<file path="src/rtl/pdec_reg_cmd_mst.sv">
// Register-bus initiator for the pdec control register files.
// Runs write, read and poll commands one at a time and returns one response per command.
module pdec_reg_cmd_mst #(
    parameter int unsigned AW = 32,
    parameter int unsigned DW = 32,
    parameter int unsigned TW = 16
) (
    input  logic          clk,
    input  logic          rst,
    input  logic          cmd_valid,
    output logic          cmd_ready,
    input  logic [1:0]    cmd_op,
    input  logic [AW-1:0] cmd_addr,
    input  logic [DW-1:0] cmd_data,
    input  logic [DW-1:0] cmd_mask,
    input  logic [TW-1:0] cmd_retry,
    output logic          rsp_valid,
    input  logic          rsp_ready,
    output logic [DW-1:0] rsp_data,
    output logic          rsp_err,
    output logic          busy,
    output logic          wen,
    output logic          ren,
    output logic [AW-1:0] waddr,
    output logic [AW-1:0] raddr,
    output logic [DW-1:0] wdata,
    input  logic [DW-1:0] rdata
);

    typedef enum logic [2:0] {
        StIdle,
        StWr,
        StRd,
        StRdWait,
        StPollRd,
        StPollWait,
        StRsp
    } state_e;

    state_e        state;
    logic [DW-1:0] data_q;
    logic [DW-1:0] mask_q;
    logic [TW-1:0] cnt_q;

    logic poll_match;
    assign poll_match = ((rdata ^ data_q) & mask_q) == '0;

    // Every output is a register updated alongside the state, so each strobe
    // is high exactly while the FSM sits in the state that owns it.
    always_ff @(posedge clk) begin
        if (rst) begin
            state     <= StIdle;
            cmd_ready <= 1'b0;
            rsp_valid <= 1'b0;
            rsp_data  <= '0;
            rsp_err   <= 1'b0;
            busy      <= 1'b0;
            wen       <= 1'b0;
            ren       <= 1'b0;
            waddr     <= '0;
            raddr     <= '0;
            wdata     <= '0;
            data_q    <= '0;
            mask_q    <= '0;
            cnt_q     <= '0;
        end else begin
            wen <= 1'b0;
            ren <= 1'b0;
            case (state)
                StIdle: begin
                    if (cmd_valid && cmd_ready) begin
                        cmd_ready <= 1'b0;
                        busy      <= 1'b1;
                        data_q    <= cmd_data;
                        mask_q    <= cmd_mask;
                        cnt_q     <= cmd_retry;
                        case (cmd_op)
                            2'd0: begin
                                state <= StWr;
                                wen   <= 1'b1;
                                waddr <= cmd_addr;
                                wdata <= cmd_data;
                            end
                            2'd1: begin
                                state <= StRd;
                                ren   <= 1'b1;
                                raddr <= cmd_addr;
                            end
                            2'd2: begin
                                state <= StPollRd;
                                ren   <= 1'b1;
                                raddr <= cmd_addr;
                            end
                            default: begin
                                state     <= StRsp;
                                rsp_valid <= 1'b1;
                                rsp_data  <= '0;
                                rsp_err   <= 1'b1;
                            end
                        endcase
                    end else begin
                        cmd_ready <= 1'b1;
                    end
                end
                StWr: begin
                    state     <= StRsp;
                    rsp_valid <= 1'b1;
                    rsp_data  <= '0;
                    rsp_err   <= 1'b0;
                end
                StRd: begin
                    state <= StRdWait;
                end
                StRdWait: begin
                    state     <= StRsp;
                    rsp_valid <= 1'b1;
                    rsp_data  <= rdata;
                    rsp_err   <= 1'b0;
                end
                StPollRd: begin
                    state <= StPollWait;
                end
                StPollWait: begin
                    rsp_data <= rdata;
                    if (poll_match) begin
                        state     <= StRsp;
                        rsp_valid <= 1'b1;
                        rsp_err   <= 1'b0;
                    end else if (cnt_q == '0) begin
                        state     <= StRsp;
                        rsp_valid <= 1'b1;
                        rsp_err   <= 1'b1;
                    end else begin
                        cnt_q <= cnt_q - TW'(1);
                        state <= StPollRd;
                        ren   <= 1'b1;
                    end
                end
                StRsp: begin
                    if (rsp_ready) begin
                        state     <= StIdle;
                        rsp_valid <= 1'b0;
                        busy      <= 1'b0;
                        cmd_ready <= 1'b1;
                    end
                end
                default: begin
                    state     <= StIdle;
                    rsp_valid <= 1'b0;
                    busy      <= 1'b0;
                    cmd_ready <= 1'b1;
                end
            endcase
        end
    end

endmodule

</file>
<file path="config.mk">
export PLATFORM = sky130hd
export DESIGN_NAME = pdec_reg_cmd_mst
export DESIGN_NICKNAME = d
export VERILOG_FILES = /design/src/rtl/pdec_reg_cmd_mst.sv
export SDC_FILE = /design/constraint.sdc
export NUM_CORES = 1
export LEC_CHECK = 0
export ABC_AREA = 1
export BUFFER_PORTS_ARGS = -buffer_cell sky130_fd_sc_hd__clkbuf_2
export CORE_AREA = 10 10 127 152
export DETAILED_ROUTE_END_ITERATION = 7
export DIE_AREA = 0 0 137 162
export PLACE_DENSITY = 0.94
export SYNTH_ARGS = -nofsm -noshare
export SYNTH_HDL_FRONTEND = slang
export SYNTH_SLANG_ARGS = --single-unit
</file>
<file path="constraint.sdc">
create_clock -name clk -period 4.9 [get_ports clk]
set_input_delay 0.735 -clock clk [delete_from_list [all_inputs] [get_ports clk]]
set_output_delay 0.735 -clock clk [all_outputs]
set_load 0.02 [all_outputs]
</file>
==> results.yml <==
outcome:
  status: "finished, final reports clean"
setup_path:
  end_kind: "register"
  slowest_stage: "inv_1"
  cp.required_ps: 5280
  crit_path_frequent_cell: "inv_1"
  cp_slowest_stage_delay_ps: 770
  worstRegToRegCells: 8
  startpoint_type: "register"
  cp.arrival_ps: 3200
  cp_max_fo: 45
  worstSetupPathType: "reg -> reg"
  path_cells: "inv_1, nand2_1, inv_1, nand2_1, nor2_4, inv_1, nor2_1, nor2_1"
synth:
  ys_seq_elements: 217
  synth.distinct_cells: 35
  synth_area_leaders: "dfxtp_1 49%, nor2_1 10%, o21ai_0 9.9%"
  synth_ff_type: "dfxtp_1"
  syn_inst: 1231
  ys_warn_count: 0
  ys_seq_area_frac: 0.492
  yosysTopAreaCell: "dfxtp_1"
  async_reset_ff_frac: 0
  syn_nets: 1386
  synth.top_cell.area_share: 0.492
  synth_area_um2: 8830
  synth_enable_flop_cells: 0
  synthesis.area_per_instance_um2: 7.17
sta:
  fmax_mhz: 354
  hold_violations: 0
  period_share: 0.577
  drv_slew: 0
  finalSetupViolations: 0
  worst_pin_slew_ps: 1090
  skew_ps: 13.6
  rsz0062_at_grt: "no"
  maxSlewHeadroom: 0.274
  min_period_ps: 2830
  fin_setup_tns_ps: 0
flow_run:
  drv_cap: 0
min_path:
  worst_hold_path_type: "reg -> reg"
  min_path_cells: 2
floorplan:
  die_h_um: 162
  fp.dieArea_um2: 22200
  rows: 51
  die_width_um: 137
  ios: 284
  core_um2: 16200
  initial_core_util: 0.545
clock_tree:
  hold_buffers: 0
  cts_tree: "yes"
  cts_made_buffers: 22
  cts_resized: 0
  cts-root-buf: "clkbuf_16"
  cts_setup_buffers: 0
  cts_buffer_depth: 3
  htree_levels: 1
  clkLatencyLatePin_ps: 500
  numClockSinks: 217
  cts.clk_slew.worst_paths_ps: 60
drt:
  routed_wl_um: 28100
  drt_pre_antenna_iters: 6
  ant_nets: 0
  route.vias.total: 9023
  route.detailed.drc: 0
  drt_iter0_markers: 699
  wl_per_cell_um: 16.5
  viasPerCell: 5.29
layout:
  multi_input_area_um2: 3770
  final_nets: 1632
  post-route-util: 0.683
  syn2layout_area_growth_pct: 25.4
  area.sequential_um2: 4340
  num_antenna_cells: 0
  drive_gt1_frac: 0.231
  fillCellCount: 1287
global_route:
  globalRouteTotalUtil: 0.240
  grt-busiest-layer: "met2"
  grt_pass1_vias: 8968
  grt_use_met2: 0.428
  grt_pass1_wl_um: 43800
  antenna_found_initial: 0
  use_met1: 0.268
  grt_max_degree: 96
  grt_overflow: 0
  grtUsageMet3: 0.0466
pwr:
  netSwitchingFraction: 0.359
  clock_power_share: 0.303
  peakVddDrop_mv: 0.301
  power_per_cell_area_nw_per_um2: 525
  p_int_uw: 3720
  p_leak_uw: 0.00538
  switchingPower_uw: 2090
  pwr-share-comb: 0.301
  p_seq_frac: 0.396
placed_design:
  io_buffers: 283
  gp_congestion: 0.870
  hpwlAfterDp_um: 19700
==> placed cells by master, fill, tap and decap left out, drive strengths merged, types with 5 or more instances in the layout <==
master and instances:
clkbuf 316, nor2 249, dfxtp 217, nand2 210, o21ai 175, a21oi 123, inv 121, nand3 42
buf 6, xnor2 5, ha 5, clkinv 5
==> kinds of logic (layout without fill, tap and decap cells) <==
logic type	after synthesis	after routing	share of synthesized area
and+or+nand+nor	508	508	0.235
xor gates and xnor gates	5	5	0.00496
muxes	3	3	0.00340
adders and majority gates	5	5	0.00709
AOI/OAI and AO/OA	305	305	0.175
buffers and inverters	188	450	0.0829
DFF	217	217	0.492
==> state kept, by name, indices dropped and copies added, names as in the netlist, 3 cells and up <==
register	count
wdata	32
state	3
rsp_data	32
raddr	32
cnt_q	16
data_q	32
mask_q	32
waddr	32
==> worst paths after layout <==
check | to | from | slack (ps)
setup / recovery | waddr[9] | state[2] | 2070
hold / removal | rsp_valid | rsp_valid | 440
setup reg to reg | waddr[9] | state[2] | 2070
hold reg to reg | rsp_valid | rsp_valid | 440
==> power by group through the flow <==
stage	sequential [uW]	combinational, uW	clock [uW]
final	2300	1750	1760
after global routing	2340	1970	1850
after CTS	2300	1760	1780
after detailed placement	2320	1740	0
after global placement	2310	1680	0
after floorplan	2440	1120	0
==> critical path, delay by kind of cell, from the launching register on <==
family	cells	cell delay [ps]
buffers and inverters	3	1000
and+or+nand+nor	5	1370
DFF	1	330
==> final cells by class <==
cell class / instances / area share
clock buffers: 33 / 0.0608
well taps: 212 / 0.0239
repair buffers: 289 / 0.132
flip-flops and latches: 217 / 0.392
clock inverters: 7 / 0.00904
inverters: 121 / 0.0412
multi-input cells: 826 / 0.341
==> metrics by stage <==
step	area, um2	setup slack (ps)	total power [uW]	hold WS (ps)	std cells
2_1_floorplan	8830	2970	3560	430	1231
3_3_place_gp	10300	1820	3990	435	1665
3_5_place_dp	10300	1720	4060	438	1665
4_1_cts	11100	2050	5840	448	1705
5_1_grt	11100	1750	6150	465	1705
6_report	11100	2070	5810	444	1705
==> routing by layer <==
metal | routed length [um] | up-vias
li1 | - | 4410
met1 | 10400 | 4094
met2 | 14200 | 442
met3 | 2480 | 77
met4 | 1060 | 0
met5 | 0 | -
==> Yosys cell counts (2+ instances only) <==
| library cell | count |
|---|---|
| inv_1 | 117 |
| xnor2_1 | 5 |
| dfxtp_1 | 217 |
| a21oi_1 | 123 |
| ha_1 | 5 |
| o21ai_0 | 174 |
| buf_2 | 15 |
| clkbuf_1 | 45 |
| nand2_1 | 203 |
| nor2_2 | 3 |
| nor3_1 | 2 |
| nor2_1 | 244 |
| inv_2 | 3 |
| nand3_1 | 41 |
| nand2_2 | 5 |
| mux2i_1 | 3 |
| nand2_4 | 2 |
| a211oi_1 | 2 |
| buf_1 | 6 |
Note: power is estimated with default switching activity, not from simulation.
